[src/rtl/pll_lock_supervisor.sv]
// PLL reset/lock supervisor in the 24 MHz reference domain.
// Optional WAIT_LOCK timeout/retry enabled by defining PLL_LOCK_TIMEOUT_EN.
module pll_lock_supervisor #(
    parameter int SYNC_STAGES         = 2,
    parameter int PLL_RST_CYCLES      = 24,
    parameter int LOCK_STABLE_CYCLES  = 1024,
    parameter int LOCK_TIMEOUT_CYCLES = 24000,
    parameter int CNT_W               = 16
) (
    input  logic       clk,
    input  logic       reset,
    input  logic       extlock,
    output logic       pll_reset,
    output logic       sys_reset,
    output logic       locked,
    output logic [7:0] relock_count
);

    typedef enum logic [1:0] {
        RST_PLL,
        WAIT_LOCK,
        STABLE,
        RUN
    } state_t;

    localparam longint CNT_MAX = (longint'(1) << CNT_W) - 1;

`ifdef PLL_LOCK_TIMEOUT_EN
    localparam bit TO_EN = 1'b1;
    localparam logic [CNT_W-1:0] TO_LAST = CNT_W'(LOCK_TIMEOUT_CYCLES - 1);
`else
    localparam bit TO_EN = 1'b0;
`endif

    localparam logic [CNT_W-1:0] RST_LAST = CNT_W'(PLL_RST_CYCLES - 1);
    localparam logic [CNT_W-1:0] STB_LAST = CNT_W'(LOCK_STABLE_CYCLES - 1);

    generate
        if (SYNC_STAGES < 2) begin : g_bad_sync
            $error("SYNC_STAGES must be at least 2");
        end
        if (PLL_RST_CYCLES < 1 || LOCK_STABLE_CYCLES < 1) begin : g_bad_cyc
            $error("cycle parameters must be at least 1");
        end
        if (longint'(PLL_RST_CYCLES) > CNT_MAX
            || longint'(LOCK_STABLE_CYCLES) > CNT_MAX) begin : g_bad_w
            $error("CNT_W too narrow for cycle parameters");
        end
        if (TO_EN && longint'(LOCK_TIMEOUT_CYCLES) > CNT_MAX) begin : g_bad_to
            $error("CNT_W too narrow for LOCK_TIMEOUT_CYCLES");
        end
    endgenerate

    logic [SYNC_STAGES-1:0] sync_q;
    logic [SYNC_STAGES-1:0] sync_d;
    state_t                 state_q;
    state_t                 state_d;
    logic [CNT_W-1:0]       cnt_q;
    logic [CNT_W-1:0]       cnt_d;
    logic [7:0]             relock_q;
    logic [7:0]             relock_d;
    logic                   pll_reset_q;
    logic                   sys_reset_q;
    logic                   locked_q;
    logic                   lock_s;

    assign lock_s = sync_q[SYNC_STAGES-1];

    always_comb begin
        sync_d = {sync_q[SYNC_STAGES-2:0], extlock};
    end

    always_comb begin
        state_d  = state_q;
        relock_d = relock_q;
        unique case (state_q)
            RST_PLL: begin
                if (cnt_q == RST_LAST) state_d = WAIT_LOCK;
            end
            WAIT_LOCK: begin
                if (lock_s) begin
                    state_d = STABLE;
                end
`ifdef PLL_LOCK_TIMEOUT_EN
                else if (cnt_q == TO_LAST) begin
                    state_d = RST_PLL;
                end
`endif
            end
            STABLE: begin
                // Lock loss wins over a simultaneous stable-count expiry.
                if (!lock_s) state_d = WAIT_LOCK;
                else if (cnt_q == STB_LAST) state_d = RUN;
            end
            RUN: begin
                if (!lock_s) begin
                    state_d = RST_PLL;
                    if (relock_q != 8'hFF) relock_d = relock_q + 8'd1;
                end
            end
            default: state_d = RST_PLL;
        endcase
    end

    always_comb begin
        cnt_d = cnt_q + 1'b1;
        if (state_d != state_q || state_q == RUN) begin
            cnt_d = '0;
        end else if (!TO_EN && state_q == WAIT_LOCK && cnt_q == '1) begin
            // Without a timeout the wait is unbounded, so pin the count.
            cnt_d = cnt_q;
        end
    end

    always_ff @(posedge clk) begin
        if (reset) begin
            sync_q      <= '0;
            state_q     <= RST_PLL;
            cnt_q       <= '0;
            relock_q    <= '0;
            pll_reset_q <= 1'b1;
            sys_reset_q <= 1'b1;
            locked_q    <= 1'b0;
        end else begin
            sync_q      <= sync_d;
            state_q     <= state_d;
            cnt_q       <= cnt_d;
            relock_q    <= relock_d;
            pll_reset_q <= (state_d == RST_PLL);
            sys_reset_q <= (state_d != RUN);
            locked_q    <= (state_d == RUN);
        end
    end

    assign pll_reset    = pll_reset_q;
    assign sys_reset    = sys_reset_q;
    assign locked       = locked_q;
    assign relock_count = relock_q;

endmodule

[config.mk]
export PLATFORM = sky130hd
export DESIGN_NAME = pll_lock_supervisor
export DESIGN_NICKNAME = d
export VERILOG_FILES = /design/src/rtl/pll_lock_supervisor.sv
export SDC_FILE = /design/constraint.sdc
export NUM_CORES = 1
export LEC_CHECK = 0
export BUFFER_PORTS_ARGS = -buffer_cell sky130_fd_sc_hd__buf_2
export CAP_MARGIN = 5
export CORE_UTILIZATION = 40
export DETAILED_ROUTE_END_ITERATION = 8
export PLACE_DENSITY = 0.67
export SETUP_SLACK_MARGIN = 0.05
export SLEW_MARGIN = 15
export SYNTH_ARGS = -nofsm -noshare
export SYNTH_HDL_FRONTEND = slang
export SYNTH_SLANG_ARGS = --single-unit
export TNS_END_PERCENT = 1
[constraint.sdc]
create_clock -name clk -period 3.9 [get_ports clk]
set_input_delay 0.195 -clock clk [delete_from_list [all_inputs] [get_ports clk]]
set_output_delay 0.195 -clock clk [all_outputs]
set_load 0.01 [all_outputs]
==> run metrics, run 1 <==
outcome=complete, no violations; synth top area cells=dfxtp_1 43%, xnor2_1 7.3%, nor2_1 6.0%; Detailed Route Iter0 Violations=80; Period Utilization, post-route=51.2%; clk slew on worst S/H paths=0.10 ns; DP Area=1530 um^2; leak pwr=0.600 nW; Final Slew Violations=0; Max-Cap Viols=0; CP peak stage delay=0.35 ns; Worst slew margin=53.0%; Mapped Area=1440 um^2; GP Congestion=0.864; CP max stage cell=dfxtp_1; n_diodes=0; Initial Utilization=42.6%; die height=62.1 um; number of global-route vias before repair=1051; Worst Tran Pin Value=0.701 ns; Yosys reg bits=31; Synth Area in Adders=1.73%; Post-Synth XOR/XNOR Area=10.9%; skew final=0.0128 ns; overall routing resource usage=15.4%; Final Setup Violations=0; Syn Inst Count=158; Worst Hold Class=input pin to register; critical path type=register to register; Seq/Total Area, Yosys=43.0%; Synth Area in Simple Gates=30.1%; H-tree levels=2; Register Area=621 um^2; final hold violations=0; syn_area_per_cell=9.14 um^2; grt ovf=0; TritonCTS clock tree=done; Largest delay share family, worst path=simple AND/OR/NAND/NOR gates; io pins=14; Crit Path Max Fanout=16; pwr dens=321 nW/um^2; # fillers=330; Peak VDD IR=0.179 mV; residual DRC count=0; post-synth top area share=43.0%; Mapped Nets=163; Peak Freq=501 MHz; CP Data Required Time=4.14 ns; Die W=62.1 um; hold buffer count at cts=0; Clk Latency, worst-skew pair=0.32 ns; post-route minimum period=2.00 ns; combinational family with the most area after synthesis=simple AND/OR/NAND/NOR gates; unrepaired setup endpoints after global routing=no; Worst Path Buf+Inv=0; first-pass GRT wire length=4250 um; Worst Hold Slack=0.0823 ns; CP Launch Type=register; post_cts resized=0; CTS Sinks=31; CTS buffer count=5; Critical Path AT=2.23 ns; multi-input logic area=786 um^2; Detail Placement HPWL=1960 um; Setup crit end kind=register; antenna viol nets, final=0; CTS max path bufs=2; share of layout cells above drive strength 1=15.5%; Clock Tree Root=clkbuf_4; pin count of the biggest net entering global routing=17; Routed WL per cell=12.0 um; mux contribution to synthesized area=2.08%; core area=3390 um^2; post-synth top area cell=dfxtp_1; PortBufs=13; Site Rows=21; DR pass1 iterations=4; compound-cell area share of the yosys netlist=9.62%; cell chain of the critical path=ha_1 -> and3_1 -> and4_4 -> a211o_1 -> a31o_4 -> nor3b_1; wirelength, routed=2650 um; Final Instance Area=1580 um^2; Die ar.=3850 um^2; initial antenna violation count=0; DR vias=1142; Cell variety after synth=36; Setup TNS=0 ns; vias per cell=5.19; Post-CTS Setup Bufs=0; Area Growth Syn to Fin=9.62%; nets=178; synth warn=0
[synth_stat cells]
cell type and number:
dfxtp_1 31, nor2_1 23, nand2_1 12, xnor2_1 12, nand3_1 10, a21oi_1 7, and3_1 7, xor2_1 6
nand3b_1 5, nor2b_1 4, and2_1 3, buf_2 3, mux2i_1 3, nand4_1 3, a2111oi_0 2, a211oi_1 2
and4_1 2, ha_1 2, nor3_1 2, nor3_2 2, o21ai_0 2, a211o_1 1, a311o_2 1, a31o_4 1
a41oi_2 1, and3_2 1, and4_4 1, and4b_1 1, buf_8 1, clkbuf_1 1, inv_1 1, nor3b_1 1
nor4b_1 1, o21a_1 1, or3b_2 1, or4_1 1
[final cells by class]
| type | count | share of cell area (%) |
|---|---|---|
| multi-input cells | 121 | 49.6 |
| flip-flops and latches | 31 | 39.2 |
| repair buffers | 13 | 4.11 |
| well taps | 46 | 3.64 |
| clock buffers | 7 | 2.85 |
| clock inverters | 1 | 0.316 |
| inverters | 1 | 0.237 |
[final timing paths]
check	cells past startpoint	end	from	slack (ns)
max	6	cnt_q[2]$_SDFFE_PP0N_	cnt_q[0]$_SDFFE_PP0N_	1.90
min	2	sync_q[0]$_SDFF_PP0_	extlock	0.08
max reg2reg	6	cnt_q[2]$_SDFFE_PP0N_	cnt_q[0]$_SDFFE_PP0N_	1.90
min reg2reg	1	sync_q[1]$_SDFF_PP0_	sync_q[0]$_SDFF_PP0_	0.45
[cells by family (layout without fill, tap and decap cells)]
kind of cell | after synthesis | in the layout
AOI/OAI and AO/OA | 18 | 18
xor gates and xnor gates | 18 | 18
adders and majority gates | 2 | 2
buffers and inverters | 6 | 22
DFF | 31 | 31
muxes | 3 | 3
and+or+nand+nor | 80 | 80
[cell usage in the layout (no fill, tap or decap), drive strengths merged]
master   instances
dfxtp           31
a21oi            7
xor2             6
nand2           12
nor3             4
a311o            1
a31o             1
and4b            1
a2111oi          2
nand3           10
nand4            3
o21a             1
nand3b           5
a211oi           2
and4             3
o21ai            2
nor2            23
and2             3
a211o            1
buf             13
inv              1
clkbuf           7
nor3b            1
xnor2           12
ha               2
or3b             1
and3             8
a41oi            1
mux2i            3
clkinv           1
nor4b            1
nor2b            4
or4              1
[flip-flops by register name (all words and copies together), names as in the netlist]
name and cells:
cnt_q 16, locked 1, pll_reset 1, relock_count 8, state_q 2, sync_q 2
sys_reset 1
[power by group]
group	leakage, nW	internal (mW)	switching [mW]
Sequential	0.251	0.320	0.00329
Clock	0.0293	0.0702	0.100
Combinational	0.320	0.00614	0.00867
Total	0.600	0.396	0.112
[stage by stage]
step	util, %	cells	setup slack (ns)	power [mW]
global route	46.7	220	1.72	0.528
finish	46.7	220	1.90	0.508
CTS	46.7	220	1.90	0.514
global placement	45.2	212	1.99	0.343
detailed placement	45.2	212	1.92	0.345
floorplan	-	158	2.11	0.342
[per-layer routing]
metal  wire [um]  GRT usage [%]  part of all wire, %  up-vias
met5           0              0                    0        -
met4          14           6.98                 0.53        0
met3          90           4.97                  3.4        3
met2        1310           26.3                   49       17
met1        1240           17.4                   47      532
li1            -              -                    -      590
Power figures use the tool's default switching activity.
==> run 2, diff against run 1 <==
--- a/config.mk
+++ b/config.mk
@@ -5,11 +5,12 @@
 export SDC_FILE = /design/constraint.sdc
 export NUM_CORES = 1
 export LEC_CHECK = 0
+export ABC_AREA = 1
 export BUFFER_PORTS_ARGS = -buffer_cell sky130_fd_sc_hd__buf_2
 export CAP_MARGIN = 5
 export CORE_UTILIZATION = 40
 export DETAILED_ROUTE_END_ITERATION = 8
-export PLACE_DENSITY = 0.67
+export PLACE_DENSITY = 0.66
 export SETUP_SLACK_MARGIN = 0.05
 export SLEW_MARGIN = 15
 export SYNTH_ARGS = -nofsm -noshare
==> constraint.sdc (replaced) <==
create_clock -name clk -period 2 [get_ports clk]
set_input_delay 0.1 -clock clk [delete_from_list [all_inputs] [get_ports clk]]
set_output_delay 0.1 -clock clk [all_outputs]
set_load 0.01 [all_outputs]
==> run metrics, run 2 <==
skew final=0.00330 ns; Area Growth Syn to Fin=13.6%; post-route setup slack=0.290 ns; CP Data Required Time=2.22 ns; most flop-heavy register=cnt_q; Cell variety after synth=26; wirelength, routed=3040 um; Detail Placement HPWL=2260 um; Peak Freq=585 MHz; Clk Latency, worst-skew pair=0.28 ns; first-pass GRT wire length=5490 um; post-synth top area cell=dfxtp_1; max reg flops=16; synth top area cells=dfxtp_1 40%, nor2_1 12%, nand2_1 11%; Yosys reg bits=31; residual DRC count=0; RR Startpoint=cnt_q[0]$_SDFFE_PP0N_; share of layout cells above drive strength 1=11.9%; Mapped Nets=231; post-synth top area share=39.6%; syn_area_per_cell=6.94 um^2; Clock Tree Root=clkbuf_8; DR vias=1392; leak pwr=0.742 nW; Die ar.=4180 um^2; final hold violations=0; Seq/Total Area, Yosys=39.6%; Mapped Area=1570 um^2; TritonCTS clock tree=done; pin count of the biggest net entering global routing=17; Post-CTS Setup Bufs=0; crit path to=cnt_q[8]$_SDFFE_PP0N_; Tot Pwr=1.26 mW; GP Congestion=0.910; pwr dens=706 nW/um^2; Setup crit end kind=register; Final Slew Violations=0; CTS Sinks=31; vias per cell=4.77; n_diodes=0; CTS buffer count=5; die height=64.6 um; Crit Path Max Fanout=11; Synth top cells by count=49 x nor2_1, 46 x nand2_1, 31 x dfxtp_1, 30 x inv_1, 10 x nand3_1; hold buffer count at cts=0; Die W=64.6 um; commonest cells after routing, fill and taps aside=49 x nor2_1, 46 x nand2_1, 31 x dfxtp_1; Max-Cap Viols=0; clk slew on worst S/H paths=0.06 ns; most frequent cell after synthesis=nor2_1; overall routing resource usage=17.1%; critical path type=register to register; synth warn=0; post-route minimum period=1.71 ns; PortBufs=13; DP Area=1680 um^2; grt ovf=0; Reg2Reg Setup Slack=0.29 ns; Syn Inst Count=226; Detailed Route Iter0 Violations=58; core area=3720 um^2; Final Setup Violations=0; Reg2Reg Depth=7; ys async rst share=0%; Critical Path AT=1.92 ns; antenna viol nets, final=0; H-tree levels=2; DR pass1 iterations=4; Final Instance Area=1780 um^2; CP Launch Type=register; unrepaired setup endpoints after global routing=no; Place WS=0.298 ns; commonest non-fill, non-tap cell in the layout=nor2_1; post_cts resized=0; # fillers=379; Initial Utilization=42.2%; Period Utilization, post-route=85.5%; top_reg_cell synth=dfxtp_1; r2r endpoint=cnt_q[8]$_SDFFE_PP0N_; io pins=14; Site Rows=22; Post-synth EDFFs=0; outcome=complete, no violations; Setup TNS=0 ns; Peak VDD IR=0.357 mV; number of global-route vias before repair=1278; Worst Hold Class=input pin to register; nets=249; Worst Tran Pin Value=0.370 ns; Worst slew margin=75.2%; Routed WL per cell=10.4 um; CTS max path bufs=2; crit path from=cnt_q[0]$_SDFFE_PP0N_; initial antenna violation count=0
run 2: worst min-delay path by stage:
stage	startpoint	endpoint	depth (start not counted)
global route	extlock	sync_q[0]$_SDFF_PP0_	3
floorplan	extlock	sync_q[0]$_SDFF_PP0_	2
detailed placement	extlock	sync_q[0]$_SDFF_PP0_	3
finish	extlock	sync_q[0]$_SDFF_PP0_	3
global placement	extlock	sync_q[0]$_SDFF_PP0_	3
CTS	extlock	sync_q[0]$_SDFF_PP0_	3
run 2: stage by stage:
| step | hold slack (ns) | util [%] | instances |
|---|---|---|---|
| floorplan | 0.207 | - | 226 |
| global placement | 0.307 | 45.2 | 285 |
| detailed placement | 0.316 | 45.2 | 285 |
| CTS | 0.0155 | 47.9 | 292 |
| global route | 0.0299 | 47.9 | 292 |
| finish | 0.0218 | 47.9 | 292 |
run 2: where the power goes:
group	switching [mW]	internal, mW	total, mW	leakage (nW)
Combinational	0.0244	0.0131	0.0375	0.440
Sequential	0.00686	0.625	0.632	0.251
Clock	0.225	0.365	0.589	0.0513
run 2: per-layer routing:
metal	wire length, um	vias to the layer above	track usage [%]	share of wire, %
met4	41	0	9.17	1.3
met1	1460	612	21.9	48
li1	-	739	-	-
met2	1340	35	26.6	44
met3	192	6	3.70	6.3
met5	0	-	0	0
run 2: area by class of cell:
class	instances	area [um^2]	share of cell area, %
multi-input combinational	161	810	45.4
sequential	31	621	34.8
inverter	31	116	6.53
clock buffer	6	72.6	4.07
timing repair buffer	14	72.6	4.07
tap	48	60.1	3.37
clock inverter	1	30.0	1.69
run 2: worst max-delay path: stages (launching register included):
cell	delay, ns
dfxtp_1	0.38
ha_1	0.27
nand3_2	0.15
nor2_4	0.19
nand4_2	0.14
inv_1	0.32
nor3_1	0.08
nor2_1	0.11
run 2: cells by family (layout without fill, tap and decap cells):
| kind of cell | count (synthesis) | in the layout | share of synthesized area [%] |
|---|---|---|---|
| simple gates | 127 | 127 | 35.8 |
| buf+inv | 34 | 52 | 8.85 |
| flops | 31 | 31 | 39.6 |
| compound gates | 17 | 17 | 5.82 |
| xor+xnor | 15 | 15 | 8.37 |
| fa+ha+maj | 2 | 2 | 1.59 |
==> run 3, diff against run 2 <==
--- a/config.mk
+++ b/config.mk
@@ -11,6 +11,7 @@
 export CORE_UTILIZATION = 40
 export DETAILED_ROUTE_END_ITERATION = 8
 export PLACE_DENSITY = 0.66
+export REMOVE_ABC_BUFFERS = 1
 export SETUP_SLACK_MARGIN = 0.05
 export SLEW_MARGIN = 15
 export SYNTH_ARGS = -nofsm -noshare
==> run metrics, run 3 (synthesis results as in run 2) <==
outcome=complete, no violations; CP Launch Type=register; # fillers=396; Max-Cap Viols=0; DP Area=1680 um^2; Die W=64.6 um; initial antenna violation count=0; first-pass GRT wire length=5410 um; critical path type=register to register; Period Utilization, post-route=86.9%; Final Instance Area=1800 um^2; hold buffer count at cts=0; wirelength, routed=3100 um; CP Data Required Time=2.17 ns; number of global-route vias before repair=1242; overall routing resource usage=16.7%; pwr dens=716 nW/um^2; CTS Sinks=31; DR pass1 iterations=4; Worst Hold Class=input pin to register; Routed WL per cell=10.6 um; pin count of the biggest net entering global routing=17; n_diodes=0; final hold violations=0; Post-CTS Setup Bufs=0; skew final=0.00766 ns; post-route minimum period=1.74 ns; GP Congestion=0.928; Detail Placement HPWL=2270 um; most flop-heavy register=cnt_q; CTS max path bufs=2; TritonCTS clock tree=done; post-route setup slack=0.262 ns; Critical Path AT=1.91 ns; residual DRC count=0; commonest cells after routing, fill and taps aside=49 x nor2_1, 46 x nand2_1, 31 x dfxtp_1; CTS buffer count=5; Die ar.=4180 um^2; PortBufs=13; grt ovf=0; Initial Utilization=42.2%; max reg flops=16; Area Growth Syn to Fin=14.4%; clk slew on worst S/H paths=0.07 ns; Peak VDD IR=0.475 mV; Clk Latency, worst-skew pair=0.29 ns; antenna viol nets, final=0; leak pwr=0.739 nW; nets=249; Worst slew margin=73.5%; Worst Tran Pin Value=0.395 ns; fin util=48.3%; DR vias=1370; core area=3720 um^2; Crit Path Max Fanout=16; H-tree levels=2; Setup crit end kind=register; vias per cell=4.68; commonest non-fill, non-tap cell in the layout=nor2_1; Setup TNS=0 ns; die height=64.6 um; Clock Tree Root=clkbuf_8; share of layout cells above drive strength 1=13.1%; Final Setup Violations=0; io pins=14; Site Rows=22; Peak Freq=576 MHz; Detailed Route Iter0 Violations=73; Final Slew Violations=0; unrepaired setup endpoints after global routing=no; Place WS=0.230 ns; Tot Pwr=1.29 mW
[run 3: what timing repair did]
item,4_1_cts,5_1_grt
resized for setup,0,1
endpoints found under the setup margin,0,1
endpoints found under the hold margin,0,0
[run 3: where the power goes]
part | total, mW | internal, mW | switching [mW]
registers | 0.631 | 0.625 | 0.00688
clock network | 0.617 | 0.370 | 0.247
logic | 0.0370 | 0.0131 | 0.0239
total | 1.29 | 1.01 | 0.277
[run 3: area by class of cell]
type                            instances  area, um^2  area share (%)
Multi-Input combinational cell        161         810            45.1
Inverter                               31         120            6.69
Timing Repair Buffer                   14        72.6            4.04
Clock buffer                            5        68.8            3.83
Sequential cell                        31         621            34.6
Tap cell                               48        60.1            3.34
Clock inverter                          3        43.8            2.44
[run 3: critical path, cell delays in order, from the launching register on]
cell	delay, ns
dfxtp_1	0.40
ha_1	0.30
nand3_2	0.16
nor2_4	0.18
nand2_1	0.08
nand2_1	0.06
nand2_1	0.06
nand2_2	0.08
nand3_2	0.08
nand2_4	0.17
nor2_1	0.06
[run 3: routing by layer]
| layer | wire (um) | part of all wire [%] | global-route usage (%) |
|---|---|---|---|
| met3 | 104 | 3.4 | 4.23 |
| met4 | 53 | 1.7 | 7.50 |
| met1 | 1550 | 50 | 21.2 |
| met2 | 1380 | 45 | 26.4 |
| met5 | 0 | 0 | 0 |
[run 3: worst paths after layout]
kind,startpoint,to,slack (ns),depth (start not counted)
hold / removal,extlock,sync_q[0]$_SDFF_PP0_,0.01,3
setup / recovery,cnt_q[0]$_SDFFE_PP0N_,cnt_q[5]$_SDFFE_PP0N_,0.26,10
setup reg to reg,cnt_q[0]$_SDFFE_PP0N_,cnt_q[5]$_SDFFE_PP0N_,0.26,10
hold reg to reg,sync_q[0]$_SDFF_PP0_,sync_q[1]$_SDFF_PP0_,0.40,2
[run 3: through the flow]
stage,hold slack (ns),instances
global route,0.0183,293
finish,0.0131,293
floorplan,0.169,223
detailed placement,0.319,285
CTS,0.00709,293
global placement,0.311,285
